==> src/rtl/serial_subtractor_if.sv <==
// Handshake/data bundle for serial_subtractor: start request with operands
// from the requester, busy/done status and result back from the subtractor.
interface serial_subtractor_if #(
    parameter int WIDTH = 8
);
    logic             i_start;
    logic [WIDTH-1:0] i_a;
    logic [WIDTH-1:0] i_b;
    logic             o_busy;
    logic             o_done;
    logic [WIDTH-1:0] o_diff;
    logic             o_borrow;

    modport master (
        output i_start,
        output i_a,
        output i_b,
        input  o_busy,
        input  o_done,
        input  o_diff,
        input  o_borrow
    );

    modport slave (
        input  i_start,
        input  i_a,
        input  i_b,
        output o_busy,
        output o_done,
        output o_diff,
        output o_borrow
    );
endinterface

==> src/rtl/serial_subtractor.sv <==
// Bit-serial subtractor: A - B one bit per clock, LSB first, using one
// full-subtractor slice and a registered borrow.
// Optional build macro SERIAL_SUB_SAT_EN: saturating unsigned subtract
// (result forced to zero when the final borrow is set).
//
// state | meaning
// ------+------------------------------------------------------------
// IDLE  | waiting for i_start; outputs hold the last result
// RUN   | one bit processed per cycle, WIDTH cycles
// DONE  | single cycle, o_done pulses with the full result
module serial_subtractor #(
    parameter int WIDTH = 8
) (
    input  logic                i_clk,
    input  logic                i_rst_n,
    serial_subtractor_if.slave  bus
);

    localparam int CNT_W = (WIDTH > 2) ? $clog2(WIDTH) : 1;
    localparam logic [CNT_W-1:0] LAST_BIT = CNT_W'(WIDTH - 1);

    typedef enum logic [1:0] {
        IDLE = 2'd0,
        RUN  = 2'd1,
        DONE = 2'd2
    } state_t;

    state_t           state;
    logic [WIDTH-1:0] a_sh;
    logic [WIDTH-1:0] b_sh;
    logic             br;
    logic [CNT_W-1:0] cnt;
    logic             busy_q;
    logic             done_q;
    logic [WIDTH-1:0] diff_q;
    logic             borrow_q;

    logic             d_bit;
    logic             br_next;

    // Full-subtractor slice on the current LSBs and the running borrow.
    always_comb begin
        d_bit   = a_sh[0] ^ b_sh[0] ^ br;
        br_next = (~a_sh[0] & b_sh[0]) | (~(a_sh[0] ^ b_sh[0]) & br);
    end

    // Sequencer, operand shifters and registered outputs.
    always_ff @(posedge i_clk or negedge i_rst_n) begin
        if (!i_rst_n) begin
            state    <= IDLE;
            a_sh     <= '0;
            b_sh     <= '0;
            br       <= 1'b0;
            cnt      <= '0;
            busy_q   <= 1'b0;
            done_q   <= 1'b0;
            diff_q   <= '0;
            borrow_q <= 1'b0;
        end else begin
            done_q <= 1'b0;
            case (state)
                IDLE: begin
                    if (bus.i_start) begin
                        a_sh     <= bus.i_a;
                        b_sh     <= bus.i_b;
                        br       <= 1'b0;
                        cnt      <= '0;
                        diff_q   <= '0;
                        borrow_q <= 1'b0;
                        busy_q   <= 1'b1;
                        state    <= RUN;
                    end
                end
                RUN: begin
                    a_sh   <= a_sh >> 1;
                    b_sh   <= b_sh >> 1;
                    br     <= br_next;
                    diff_q <= {d_bit, diff_q[WIDTH-1:1]};
                    cnt    <= cnt + 1'b1;
                    if (cnt == LAST_BIT) begin
                        state    <= DONE;
                        done_q   <= 1'b1;
                        borrow_q <= br_next;
`ifdef SERIAL_SUB_SAT_EN
                        // Underflow clamps to zero; borrow still reports it.
                        if (br_next) begin
                            diff_q <= '0;
                        end
`endif
                    end
                end
                DONE: begin
                    busy_q <= 1'b0;
                    state  <= IDLE;
                end
                default: begin
                    busy_q <= 1'b0;
                    state  <= IDLE;
                end
            endcase
        end
    end

    assign bus.o_busy   = busy_q;
    assign bus.o_done   = done_q;
    assign bus.o_diff   = diff_q;
    assign bus.o_borrow = borrow_q;

endmodule
==> src/flat_wrapper.sv <==
// flat-port wrapper written by rule: the top's interface ports become plain ports
module serial_subtractor_flat 
#(
    parameter int WIDTH = 8
)
  (i_clk, i_rst_n, bus_i_start, bus_i_a, bus_i_b, bus_o_busy, bus_o_done, bus_o_diff, bus_o_borrow);
  serial_subtractor_if #(.WIDTH(WIDTH)) bus_i ();
  input  logic i_clk;
  input  logic i_rst_n;
  input wire logic [$bits(bus_i.i_start)-1:0] bus_i_start;
  input wire logic [$bits(bus_i.i_a)-1:0] bus_i_a;
  input wire logic [$bits(bus_i.i_b)-1:0] bus_i_b;
  output wire logic [$bits(bus_i.o_busy)-1:0] bus_o_busy;
  output wire logic [$bits(bus_i.o_done)-1:0] bus_o_done;
  output wire logic [$bits(bus_i.o_diff)-1:0] bus_o_diff;
  output wire logic [$bits(bus_i.o_borrow)-1:0] bus_o_borrow;
  assign bus_i.i_start = bus_i_start;
  assign bus_i.i_a = bus_i_a;
  assign bus_i.i_b = bus_i_b;
  assign bus_o_busy = bus_i.o_busy;
  assign bus_o_done = bus_i.o_done;
  assign bus_o_diff = bus_i.o_diff;
  assign bus_o_borrow = bus_i.o_borrow;
  serial_subtractor #(.WIDTH(WIDTH)) u_core (.i_clk(i_clk), .i_rst_n(i_rst_n), .bus(bus_i));
endmodule
==> config.mk <==
export PLATFORM = sky130hd
export DESIGN_NAME = serial_subtractor_flat
export DESIGN_NICKNAME = d
export VERILOG_FILES = /design/src/rtl/serial_subtractor_if.sv /design/src/rtl/serial_subtractor.sv /design/src/flat_wrapper.sv
export SDC_FILE = /design/constraint.sdc
export NUM_CORES = 1
export LEC_CHECK = 0
export ABC_AREA = 1
export CORE_AREA = 2 2 65 67
export CTS_CLUSTER_DIAMETER = 30
export DETAILED_ROUTE_END_ITERATION = 10
export DIE_AREA = 0 0 67 69
export GPL_TIMING_DRIVEN = 0
export MAX_ROUTING_LAYER = met4
export PLACE_DENSITY = 0.67
export REMOVE_ABC_BUFFERS = 1
export SYNTH_ARGS = -nofsm -noshare
export SYNTH_HDL_FRONTEND = slang
export SYNTH_SLANG_ARGS = --single-unit
export TNS_END_PERCENT = 30
==> constraint.sdc <==
create_clock -name i_clk -period 1.3 [get_ports i_clk]
set_input_delay 0.195 -clock i_clk [delete_from_list [all_inputs] [get_ports i_clk]]
set_output_delay 0.195 -clock i_clk [all_outputs]
set_load 0.03 [all_outputs]
After elaboration in Yosys (flattened, before gate mapping)
Cells that the tools add are included.
W data, S select, Z words.
{"block": "word_totals", "regBits": 33, "in_bits": 19, "out_inout_bits": 11, "elab_cells": 47}
{"block": "op_classes", "add_sub_neg": 1, "n_eq_ne": 4, "muxes": 19, "bitwise_logic": 8, "n_reduce_logical": 6}
{"cell": "$pmux W8 S2", "n": 3}
{"cell": "$mux W8", "n": 3}
{"cell": "$pmux W1 S2", "n": 3}
{"cell": "$pmux W3 S2", "n": 1}
{"cell": "$reduce_and A2 Y1", "n": 3}
{"cell": "$mux W1", "n": 5}
{"cell": "$mux W2", "n": 2}
{"cell": "$pmux W2 S2", "n": 1}
{"cell": "$add A3 B1 Y3 const B", "n": 1}
{"cell": "$eq A3 B3 Y1 const B", "n": 1}
{"cell": "$mux W3", "n": 1}
{"cell": "$not A1 Y1", "n": 3}
{"cell": "$reduce_and A3 Y1", "n": 1}
{"cell": "$and A1 B1 Y1", "n": 2}
{"cell": "$eq A2 B1 Y1 const B", "n": 1}
{"cell": "$logic_not A2 Y1", "n": 1}
{"cell": "$ne A2 B1 Y1 const B", "n": 1}
{"cell": "$ne A2 B2 Y1 const B", "n": 1}
{"cell": "$reduce_bool A2 Y1", "n": 1}
{"cell": "$xor A1 B1 Y1", "n": 2}
{"cell": "$or A1 B1 Y1", "n": 1}

Depth between registers and ports, before layout
{"block": "depth", "ltp_word": 6, "ltp_mapped": 7, "depth_no_buf": 7}

Worst setup path after synthesis
No wires, ideal clock.
{"block": "synth_path", "kind": "flip-flop to flip-flop", "from": "register u_core.br", "to": "register u_core.diff_q[7] (netlist: u_core.bus.o_diff[7])", "setup_ns": 0.126, "arrival_time_ns": 0.985, "t_required_ns": 1.174, "slack_ns": 0.189, "path_stages_with_launch": 3, "path_buffers": 0, "synth_period_minus_slack_ns": 1.111, "path_cell_list": "dfrtp_1 -> fa_1 -> o22ai_1"}
{"block": "synth_via", "elab_chain_cells": 2}
{"item": "start: declaration", "line": "serial_subtractor.sv:31", "source": "logic br;"}
{"item": "start signal: assignment", "line": "serial_subtractor.sv:77", "source": "br <= br_next;"}
{"item": "$xor A1 B1 Y1", "line": "serial_subtractor.sv:43", "source": "d_bit = a_sh[0] ^ b_sh[0] ^ br;"}
{"item": "$pmux W8 S2", "line": "serial_subtractor.sv:61", "source": "case (state)"}
{"item": "end signal: assignment", "line": "serial_subtractor.sv:78", "source": "diff_q <= {d_bit, diff_q[WIDTH-1:1]};"}
{"item": "end: declaration", "line": "serial_subtractor.sv:35", "source": "logic [WIDTH-1:0] diff_q;"}
Every way passes these cells.
A chain may end at the register's enable or synchronous reset.

Worst setup path in the final report
{"block": "layout_path", "from": "register u_core.busy_q (netlist: u_core.bus.o_busy)", "to": "output port bus_o_busy"}
{"item": "start: declaration", "line": "serial_subtractor.sv:33", "source": "logic busy_q;"}
{"item": "start signal: assignment", "line": "serial_subtractor.sv:55", "source": "busy_q <= 1'b0;"}
{"item": "start signal: assignment", "line": "serial_subtractor.sv:70", "source": "busy_q <= 1'b1;"}
{"item": "start signal: assignment", "line": "serial_subtractor.sv:93", "source": "busy_q <= 1'b0;"}
{"item": "end: declaration", "line": "flat_wrapper.sv:13", "source": "output wire logic [$bits(bus_i.o_busy)-1:0] bus_o_busy;"}
No word-level cell between the ends.

==> metrics.md <==
| Metric | Value |
|---|---|
| MaxCap Viol Count | 0 |
| Final estimated routing congestion in global placement | 0.7596 |
| # port buffers | 29 |
| Status | finished clean |
| Diodes inserted | 0 |
| P&R area growth vs syn | 27.05% |
| Syn_area_per_cell | 9.175 um^2 |
| Period Utilization, post-route | 0.9594 |
| Peak supply drop | 0.9146 mV |
| Clk sinks | 33 |
| Worst setup EP type | output pin |
| Placed wire-length estimate | 1912 um |
| CP Data Required Time | 1.11 ns |
| CTS max path bufs | 2 |
| Nets | 236 |
| CP arrival | 1.05 ns |
| Commonest non-fill, non-tap cells in the layout | nand2_1, dfrtp_1, inv_1 |
| Row count | 23 |
| Die ar. | 4623 um^2 |
| CP Launch Type | flop |
| WS Path Type | flop to output pin |
| Top Family by Delay on Critical Path | buffers and inverters |
| Worst relative slew slack | 0.5215 |
| Antenna viol nets, final | 0 |
| Initial antenna violation count | 0 |
| Synth Area in Adders | 0.02727 |
| Non-Filler Cell Area, Final | 2098 um^2 |
| Layout cell share with drive strength beyond 1 | 0.1535 |
| I/O pins | 30 |
| Slew @ Worst Pin | 0.7178 ns |
| Core Region | 3914 um^2 |
| Cells after synthesis | 180 |
| Grt total ovfl | 0 |
| Vias | 1307 |
| All-Layer GR Usage | 0.1609 |
| Final setup fails | 0 |
| Hold/Removal Path Class | flop to flop |
| Synth cell types | 20 |
| Worst path bufs/invs | 1 |
| Most common cell after layout, fill and taps aside | nand2_1 |
| CTS buffer count | 5 |
| Clk_skew | 0.005184 ns |
| Initial Util | 0.4220 |
| Die height | 69 um |
| PwrDens | 2313 nW/um^2 |
| Wire length of the first global-routing pass | 5589 um |
| Starting DRT DRC Count | 39 |
| Final wirelength | 3178 um |
| Largest family of logic cells by synthesized area | simple AND/OR/NAND/NOR gates |
| H-tree depth | 2 |
| YS warnings | 0 |
| Post-synthesis simple-gate area fraction | 0.3106 |
| WHS | 0.4712 ns |
| CTS clk-pin slew, worst paths | 0.07 ns |
| Post-synthesis mux area share | 0 |
| TritonCTS clock tree | yes |
| Largest stage delay on the critical path | 0.40 ns |
| Pleak | 1.051 nW |
| Drt first pass iters | 4 |
| Clock Latency Late Sink | 0.29 ns |
| Synth Area in Compound Gates | 0.04167 |
| Number of global-route vias before repair | 1234 |
| Root buf cell | clkbuf_8 |
| Unrepaired setup endpoints after global routing | no |
| Largest net degree at the start of global routing | 34 |
| Final min period | 1.247 ns |
| Seq/Total Area, Yosys | 0.5000 |
| CP max FO | 2 |
| FMAX | 801.8 MHz |
| Avg WL per Cell | 11.99 um |
| DRC | 0 |
| XOR/XNOR Fraction of Synth Area | 0 |
| Critical path cell sequence | dlygate4sd2_1 |
| Seq cells post-synth | 33 |
| Final Hold Fails | 0 |
| Number of fill cells | 372 |
| Die width | 67 um |
| Area post-placement | 1904 um^2 |
| Slowest cell on crit path | dlygate4sd2_1 |
| Vias per std cell | 4.932 |
| Syn Std Cell Area | 1652 um^2 |
| Max-slew violation count | 0 |
==> path summary, 6_finish.rpt <==
check                      cells after the start                              end  slack [ns]                             from
max                                            1                       bus_o_busy        0.05    u_core.bus.o_busy$_DFFE_PN0P_
min                                            2  u_core.bus.o_borrow$_DFFE_PN0P_        0.47  u_core.bus.o_borrow$_DFFE_PN0P_
max reg2reg                                    6  u_core.bus.o_borrow$_DFFE_PN0P_        0.08      u_core.state[1]$_DFFE_PN0P_
min reg2reg                                    2  u_core.bus.o_borrow$_DFFE_PN0P_        0.47  u_core.bus.o_borrow$_DFFE_PN0P_
max in group asynchronous                      2      u_core.state[0]$_DFFE_PN0P_        0.27                          i_rst_n
min in group asynchronous                      2      u_core.bus.o_done$_DFF_PN0_        0.50                          i_rst_n
==> registers in the layout, indices dropped and copies added, names as in the netlist <==
signal and count:
u_core.a_sh 8, u_core.b_sh 8, u_core.bus.o_diff 8, u_core.cnt 3, u_core.state 2, u_core.br 1
u_core.bus.o_borrow 1, u_core.bus.o_busy 1, u_core.bus.o_done 1
==> layer usage <==
layer	wire [um]	part of all wire	track usage
met2	1482	0.47	0.2387
met4	29	0.0091	0.04762
met5	0	0	-
met1	1491	0.47	0.2082
met3	175	0.055	0.05383
==> area by class of cell <==
cell class	count	area (um^2)	area share
sequential	33	829.5	0.3953
multi-input combinational	110	664.4	0.3166
timing repair buffer	37	334.1	0.1592
inverter	27	106.4	0.05069
clock buffer	7	96.34	0.04592
tap	50	62.56	0.02982
clock inverter	1	5.005	0.002385
==> cells in the mapped netlist <==
cell type | number | area share
buf_12 | 1 | 0.012
o22ai_1 | 7 | 0.027
nand2_4 | 3 | 0.020
buf_4 | 5 | 0.023
buf_6 | 2 | 0.014
nor2_1 | 3 | 0.0068
ha_1 | 2 | 0.015
buf_2 | 3 | 0.0091
a21oi_1 | 1 | 0.0030
nor2_2 | 1 | 0.0038
dfrtp_1 | 33 | 0.50
o21ai_0 | 4 | 0.012
nand4_1 | 2 | 0.0076
fa_1 | 1 | 0.012
nand2_1 | 41 | 0.093
nand3_1 | 24 | 0.073
nand3_2 | 10 | 0.061
inv_1 | 26 | 0.059
nand3b_1 | 10 | 0.045
inv_4 | 1 | 0.0038
==> per-stage QoR <==
step / setup WS, ns / instances / TNS (ns) / total power [mW] / util
floorplan: -0.1224 / 169 / -1.368 / 3.255 / -
global placement: -0.6255 / 248 / -34.66 / 3.871 / 0.4879
detailed placement: -0.5520 / 248 / -14.08 / 3.940 / 0.4866
CTS: 0.01519 / 258 / 0 / 4.807 / 0.5227
global route: 0.01230 / 265 / 0 / 5.244 / 0.5361
finish: 0.05279 / 265 / 0 / 4.853 / 0.5361
==> cell families (layout without fill, tap and decap cells) <==
family / Yosys count / in the layout
adder cells (fa/ha/maj): 3 / 3
buffers and inverters: 38 / 72
AND/OR/NAND/NOR: 94 / 95
AO/OA/AOI/OAI: 12 / 12
flip-flops: 33 / 33
==> what timing repair did <==
item | in CTS | in global routing
resized for setup | 17 | 1
setup endpoints to repair | 43 | 6
endpoints found under the hold margin | 33 | 0
hold buffers | 1 | 0
pin swaps | 1 | 0
gates cloned | 1 | 0
setup buffers | 0 | 7
==> where the power goes <==
| part | total, mW | internal [mW] | switching [mW] |
|---|---|---|---|
| Clock | 0.848 | 0.478 | 0.370 |
| Sequential | 1.78 | 1.50 | 0.283 |
| Combinational | 2.22 | 0.855 | 1.37 |
| Total | 4.85 | 2.83 | 2.02 |
Note: power is estimated with default switching activity, not from simulation.
